[config.mk]
export PLATFORM = sky130hd
export DESIGN_NAME = mem_access_unit_flat
export DESIGN_NICKNAME = d
export VERILOG_FILES = /design/src/rtl/mem_access_unit_if.sv /design/src/rtl/mem_access_unit.sv /design/src/flat_wrapper.sv
export SDC_FILE = /design/constraint.sdc
export NUM_CORES = 1
export LEC_CHECK = 0
export ABC_CLOCK_PERIOD_IN_PS = 3500
export CAP_MARGIN = 30
export CELL_PAD_IN_SITES_DETAIL_PLACEMENT = 0
export CELL_PAD_IN_SITES_GLOBAL_PLACEMENT = 1
export CORE_ASPECT_RATIO = 0.7
export CORE_MARGIN = 5
export CORE_UTILIZATION = 29
export CTS_BUF_LIST = sky130_fd_sc_hd__clkbuf_4 sky130_fd_sc_hd__clkbuf_8
export CTS_CLUSTER_DIAMETER = 100
export DETAILED_ROUTE_END_ITERATION = 16
export HOLD_SLACK_MARGIN = 0.03
export PLACE_DENSITY_LB_ADDON = 0.15
export SLEW_MARGIN = 20
export SYNTH_ARGS = -nofsm -noshare
export SYNTH_HDL_FRONTEND = slang
export SYNTH_SLANG_ARGS = --single-unit
[constraint.sdc]
create_clock -name clk -period 3.5 [get_ports clk]
set_input_delay 0.7 -clock clk [delete_from_list [all_inputs] [get_ports clk]]
set_output_delay 0.7 -clock clk [all_outputs]
set_load 0.01 [all_outputs]
[src/rtl/mem_access_unit_if.sv]
// Bus bundle between the MEM stage, the load/store unit and the data memory.
// slave: load/store unit side; master: pipeline plus data-memory side.
interface mem_access_unit_if #(
    parameter int ADDR_W = 32
);
    logic              mem_rd;
    logic              mem_wr;
    logic [1:0]        mem_size;
    logic              mem_signed;
    logic [ADDR_W-1:0] addr;
    logic [31:0]       wdata;
    logic [31:0]       rdata_out;
    logic              stall;
    logic              misalign;
    logic              dm_rd;
    logic              dm_wr;
    logic [ADDR_W-1:0] dm_addr;
    logic [31:0]       dm_wdata;
    logic [31:0]       dm_rdata;

    modport slave (
        input  mem_rd, mem_wr, mem_size, mem_signed, addr, wdata, dm_rdata,
        output rdata_out, stall, misalign, dm_rd, dm_wr, dm_addr, dm_wdata
    );

    modport master (
        output mem_rd, mem_wr, mem_size, mem_signed, addr, wdata, dm_rdata,
        input  rdata_out, stall, misalign, dm_rd, dm_wr, dm_addr, dm_wdata
    );
endinterface

[src/rtl/mem_access_unit.sv]
// MEM-stage load/store unit in front of a word-only data memory.
// Ports: clk, reset (async, active-high), bus (request, load result, stall, dm_* memory side).
module mem_access_unit #(
    parameter int ADDR_W = 32
) (
    input  logic             clk,
    input  logic             reset,
    mem_access_unit_if.slave bus
);
    typedef enum logic {IDLE, RMW_WR} state_t;

    state_t            state, state_nxt;
    logic [31:0]       merged_q, merged_d;
    logic [ADDR_W-1:0] addr_q, word_addr;
    logic              capture, aligned, sub_word;
    logic [4:0]        byte_sh, half_sh;
    logic [7:0]        byte_sel;
    logic [15:0]       half_sel;
    logic [31:0]       load_ext;

    logic [31:0]       rdata_out, dm_wdata;
    logic [ADDR_W-1:0] dm_addr;
    logic              stall, misalign, dm_rd, dm_wr;

    assign word_addr = {bus.addr[ADDR_W-1:2], 2'b00};
    assign byte_sh   = {bus.addr[1:0], 3'b000};
    assign half_sh   = {bus.addr[1], 4'b0000};
    assign byte_sel  = bus.dm_rdata[byte_sh +: 8];
    assign half_sel  = bus.dm_rdata[half_sh +: 16];
    // Size 00/01 are sub-word; 10 and reserved 11 behave as word.
    assign sub_word  = ~bus.mem_size[1];

    always_comb begin
        aligned = 1'b1;
        case (bus.mem_size)
            2'b00:   aligned = 1'b1;
            2'b01:   aligned = ~bus.addr[0];
            default: aligned = (bus.addr[1:0] == 2'b00);
        endcase
    end

    always_comb begin
        load_ext = bus.dm_rdata;
        case (bus.mem_size)
            2'b00:   load_ext = {{24{bus.mem_signed & byte_sel[7]}}, byte_sel};
            2'b01:   load_ext = {{16{bus.mem_signed & half_sel[15]}}, half_sel};
            default: load_ext = bus.dm_rdata;
        endcase
    end

    // Read-modify-write merge: current memory word with the store lane replaced.
    always_comb begin
        merged_d = bus.dm_rdata;
        if (bus.mem_size[0])
            merged_d[half_sh +: 16] = bus.wdata[15:0];
        else
            merged_d[byte_sh +: 8] = bus.wdata[7:0];
    end

    always_comb begin
        state_nxt = state;
        capture   = 1'b0;
        rdata_out = '0;
        stall     = 1'b0;
        misalign  = 1'b0;
        dm_rd     = 1'b0;
        dm_wr     = 1'b0;
        dm_addr   = '0;
        dm_wdata  = '0;
        // Reset forces every output low, including a pending RMW write.
        if (!reset) begin
            case (state)
                IDLE: begin
                    if (bus.mem_rd || bus.mem_wr) begin
                        if (!aligned) begin
                            misalign = 1'b1;
                        end else if (bus.mem_wr) begin
                            dm_addr = word_addr;
                            if (sub_word) begin
                                dm_rd     = 1'b1;
                                stall     = 1'b1;
                                capture   = 1'b1;
                                state_nxt = RMW_WR;
                            end else begin
                                dm_wr    = 1'b1;
                                dm_wdata = bus.wdata;
                            end
                        end else begin
                            dm_rd     = 1'b1;
                            dm_addr   = word_addr;
                            rdata_out = load_ext;
                        end
                    end
                end
                RMW_WR: begin
                    dm_wr     = 1'b1;
                    dm_addr   = addr_q;
                    dm_wdata  = merged_q;
                    state_nxt = IDLE;
                end
                default: state_nxt = IDLE;
            endcase
        end
    end

    always_ff @(posedge clk or posedge reset) begin
        if (reset)
            state <= IDLE;
        else
            state <= state_nxt;
    end

    always_ff @(posedge clk or posedge reset) begin
        if (reset) begin
            merged_q <= '0;
            addr_q   <= '0;
        end else if (capture) begin
            merged_q <= merged_d;
            addr_q   <= word_addr;
        end
    end

    assign bus.rdata_out = rdata_out;
    assign bus.stall     = stall;
    assign bus.misalign  = misalign;
    assign bus.dm_rd     = dm_rd;
    assign bus.dm_wr     = dm_wr;
    assign bus.dm_addr   = dm_addr;
    assign bus.dm_wdata  = dm_wdata;
endmodule

[src/flat_wrapper.sv]
// flat-port wrapper written by rule: the top's interface ports become plain ports
module mem_access_unit_flat 
#(
    parameter int ADDR_W = 32
)
  (clk, reset, bus_mem_rd, bus_mem_wr, bus_mem_size, bus_mem_signed, bus_addr, bus_wdata, bus_dm_rdata, bus_rdata_out, bus_stall, bus_misalign, bus_dm_rd, bus_dm_wr, bus_dm_addr, bus_dm_wdata);
  mem_access_unit_if #(.ADDR_W(ADDR_W)) bus_i ();
  input  logic clk;
  input  logic reset;
  input wire logic [$bits(bus_i.mem_rd)-1:0] bus_mem_rd;
  input wire logic [$bits(bus_i.mem_wr)-1:0] bus_mem_wr;
  input wire logic [$bits(bus_i.mem_size)-1:0] bus_mem_size;
  input wire logic [$bits(bus_i.mem_signed)-1:0] bus_mem_signed;
  input wire logic [$bits(bus_i.addr)-1:0] bus_addr;
  input wire logic [$bits(bus_i.wdata)-1:0] bus_wdata;
  input wire logic [$bits(bus_i.dm_rdata)-1:0] bus_dm_rdata;
  output wire logic [$bits(bus_i.rdata_out)-1:0] bus_rdata_out;
  output wire logic [$bits(bus_i.stall)-1:0] bus_stall;
  output wire logic [$bits(bus_i.misalign)-1:0] bus_misalign;
  output wire logic [$bits(bus_i.dm_rd)-1:0] bus_dm_rd;
  output wire logic [$bits(bus_i.dm_wr)-1:0] bus_dm_wr;
  output wire logic [$bits(bus_i.dm_addr)-1:0] bus_dm_addr;
  output wire logic [$bits(bus_i.dm_wdata)-1:0] bus_dm_wdata;
  assign bus_i.mem_rd = bus_mem_rd;
  assign bus_i.mem_wr = bus_mem_wr;
  assign bus_i.mem_size = bus_mem_size;
  assign bus_i.mem_signed = bus_mem_signed;
  assign bus_i.addr = bus_addr;
  assign bus_i.wdata = bus_wdata;
  assign bus_i.dm_rdata = bus_dm_rdata;
  assign bus_rdata_out = bus_i.rdata_out;
  assign bus_stall = bus_i.stall;
  assign bus_misalign = bus_i.misalign;
  assign bus_dm_rd = bus_i.dm_rd;
  assign bus_dm_wr = bus_i.dm_wr;
  assign bus_dm_addr = bus_i.dm_addr;
  assign bus_dm_wdata = bus_i.dm_wdata;
  mem_access_unit #(.ADDR_W(ADDR_W)) u_core (.clk(clk), .reset(reset), .bus(bus_i));
endmodule
==> results.ini, run 1 <==
[timing]
final_max_slew_viol_count = 0
finalSetupTns_ns = 0
fmax_mhz = 292.1
slew_headroom_pct = 33.33
fin_crit_ns = 3.424
setup_violations = 0
hold_viol_final = 0
tightest_slew_ns = 1.000
skew_ns = 0.006956
layout_worst_path_cycle_share_pct = 97.82
setup_ws_ns = 0.07626

[clocking]
clk_latency_ns = 0.33
cts_tree = yes
path_clk_slew_ns = 0.07
root_buffer = clkbuf_8
clock_path_buffers = 2
h-tree-depth = 3
cts_buffers = 9
cts.sinks = 63

[worst_setup_path]
worstRegToRegCells = 6
required_ns = 2.80
worstSetupStartpointType = input port
cpPeakStageDelay_ns = 0.75
critPathCaptureType = output pin
cp_cell_sequence = clkdlybuf4s50_1 > mux2i_1 > o22ai_1 > a21oi_1 > a221oi_2 > dlygate4sd2_1
cp.arrival_ns = 2.72
setup.worst_path.class = in2out
critPathLaunch = bus_dm_rdata[31]
cp_max_fo = 7
r2r-start = u_core.state
cp_slowest_cell = a21oi_1

[pwr]
ir_worst_vdd_uv = 154.9
cellPowerDensity_nw_per_um2 = 309.3
p_leak_nw = 4.313
total_power_mw = 2.411

[synth]
syn_inst = 605
synthesis.area_um2 = 4975
postSynthAreaPerCell_um2 = 8.223
ys_top_cells_by_count = nand2_1, nor2_1, mux2i_1
synth_top_cell_area_share_pct = 31.69
synth_compound_area_share_pct = 28.07
yosysTopAreaCell = dfrtp_1
synth_edf_count = 0
synthSimpleGateAreaFrac_pct = 16.83
yosysMostFrequentCell = nand2_1
yosysWarnings = 0
synth_adder_area_share_pct = 1.258
synth_mux_area_share_pct = 14.69
ys_ff_latch = 63
synthArstFlopShare_pct = 100.0
synth_cell_type_count = 47
yosys_most_used_dff = dfrtp_1
synthTopCellsByArea = dfrtp_1, mux2i_1, nand2_1, nor2_1, a22oi_1
seq_area_frac_synth_pct = 31.69
synth_top_family_by_area = compound AO/OA/AOI/OAI gates
synthXorXnorAreaFrac_pct = 0

[detailed_routing]
drc = 0
met2WireLength_um = 8870
drt_pre_antenna_iters = 5
wl_met1_um = 9616
highest_layer = met4
drtIter0Drc = 302
totalWireLength_um = 19740
vias = 5457
route.met3.wl_um = 1097
vias_per_cell = 5.242
ant_nets = 0
wl_per_cell_um = 18.96

[die]
io_pins = 203
core_area_um2 = 17020
die_area_um2 = 19920
start_util_pct = 29.24
dieWidth_um = 166.5
die_h_um = 119.6
rows = 40

[placement]
pre_cts_slack_ns = -0.2161
dp.final_hpwl_um = 13850
io_buffers = 200
gp_congestion = 0.8089

[grt]
grt_pass1_wl_um = 30460
grt_max_degree = 93
antenna_found_initial = 0
grt_usage_pct = 18.85
overflow = 0
grt_pass1_vias = 5493

[hold_path]
min_path_type = reg2reg
min_path_cells = 2
min_from = u_core.addr_q[29]

[cells_and_area]
drive_above_1_share_pct = 13.46
final_nets = 913
areaGrowthSynthToFinish_pct = 56.72
antenna_cells = 0

[run]
drv_cap = 0

[status]
status = complete, no violations

==> final timing paths <==
check / slack (ns) / to
setup / recovery: 0.08 / bus_rdata_out[11]
hold / removal: 0.48 / u_core.addr_q[29]
setup reg to reg: 0.96 / u_core.merged_q[26]
hold reg to reg: 0.48 / u_core.addr_q[29]
max in group asynchronous: 1.58 / u_core.state
min in group asynchronous: 1.31 / u_core.merged_q[19]
==> layout make-up <==
class | count | area [µm²]
clock buffer | 12 | 152.6
clock inverter | 4 | 45.04
fill | 1707 | 9220
inverter | 33 | 127.6
multi-input combinational | 453 | 3089
sequential | 63 | 1580
tap | 231 | 289.0
timing repair buffer | 245 | 2512
==> stage by stage <==
step | utilization (%) | cell area, µm² | hold WS, ns | std cells
floorplan | - | 4982 | 0.4461 | 606
global placement | 43.27 | 7363 | 0.4588 | 1018
detailed placement | 43.30 | 7368 | 0.4632 | 1019
CTS | 44.85 | 7631 | 0.4804 | 1039
global route | 45.82 | 7796 | 0.5046 | 1041
finish | 45.82 | 7796 | 0.4794 | 1041
==> timing repair <==
action / CTS / global route
gates resized for setup: 38 / 52
hold buffers: 0 / 0
gates cloned: 2 / 1
buffers inserted: 2 / 1
pin swaps: 0 / 0
endpoints found under the setup margin: 95 / 63
==> layer usage <==
metal	track usage, %	up-vias
li1	-	2574
met1	26.70	2699
met2	29.24	171
met3	5.137	13
met4	3.270	0
met5	0	-
==> cells in the final DEF (no fill, tap or decap), drive strengths merged, types with 30 or more instances in the layout <==
cell type / synthesis / routed
a21oi: 47 / 47
clkdlybuf4s50: 0 / 117
buf: 18 / 45
nor2: 74 / 74
inv: 31 / 30
mux2i: 64 / 64
nand2: 104 / 104
dlygate4sd2: 0 / 32
a22oi: 31 / 31
dlymetal6s2s: 0 / 47
dfrtp: 63 / 63
==> kinds of logic after synthesis <==
family	count (synthesis)
AO/OA/AOI/OAI	174
adder cells (fa/ha/maj)	5
buffers and inverters	90
flip-flops	63
multiplexers	72
other	1
AND/OR/NAND/NOR	200
==> registers in the layout (all words and copies together) (netlist names) <==
signal and count:
u_core.addr_q 30, u_core.merged_q 32, u_core.state 1
==> worst max-delay path, delay by kind of cell <==
family	cells	cell delay (ns)
AOI/OAI and AO/OA	3	0.99
buffers and inverters	2	0.78
muxes	1	0.25
==> power by group <==
group	switching, mW	leakage (nW)	internal (mW)	total (mW)
registers	0.0914	0.784	0.869	0.960
clock network	0.284	0.107	0.361	0.645
logic	0.394	3.42	0.412	0.806
total	0.769	4.31	1.64	2.41
Note: power is estimated with default switching activity, not from simulation.
==> run 2: changes to the inputs <==
--- a/config.mk
+++ b/config.mk
@@ -14,6 +14,7 @@
 export CORE_UTILIZATION = 29
 export CTS_BUF_LIST = sky130_fd_sc_hd__clkbuf_4 sky130_fd_sc_hd__clkbuf_8
 export CTS_CLUSTER_DIAMETER = 100
+export CTS_CLUSTER_SIZE = 25
 export DETAILED_ROUTE_END_ITERATION = 16
 export HOLD_SLACK_MARGIN = 0.03
 export PLACE_DENSITY_LB_ADDON = 0.15
==> results of run 2 <==
The final DEF is identical to that of run 1; final timing and power are the same.
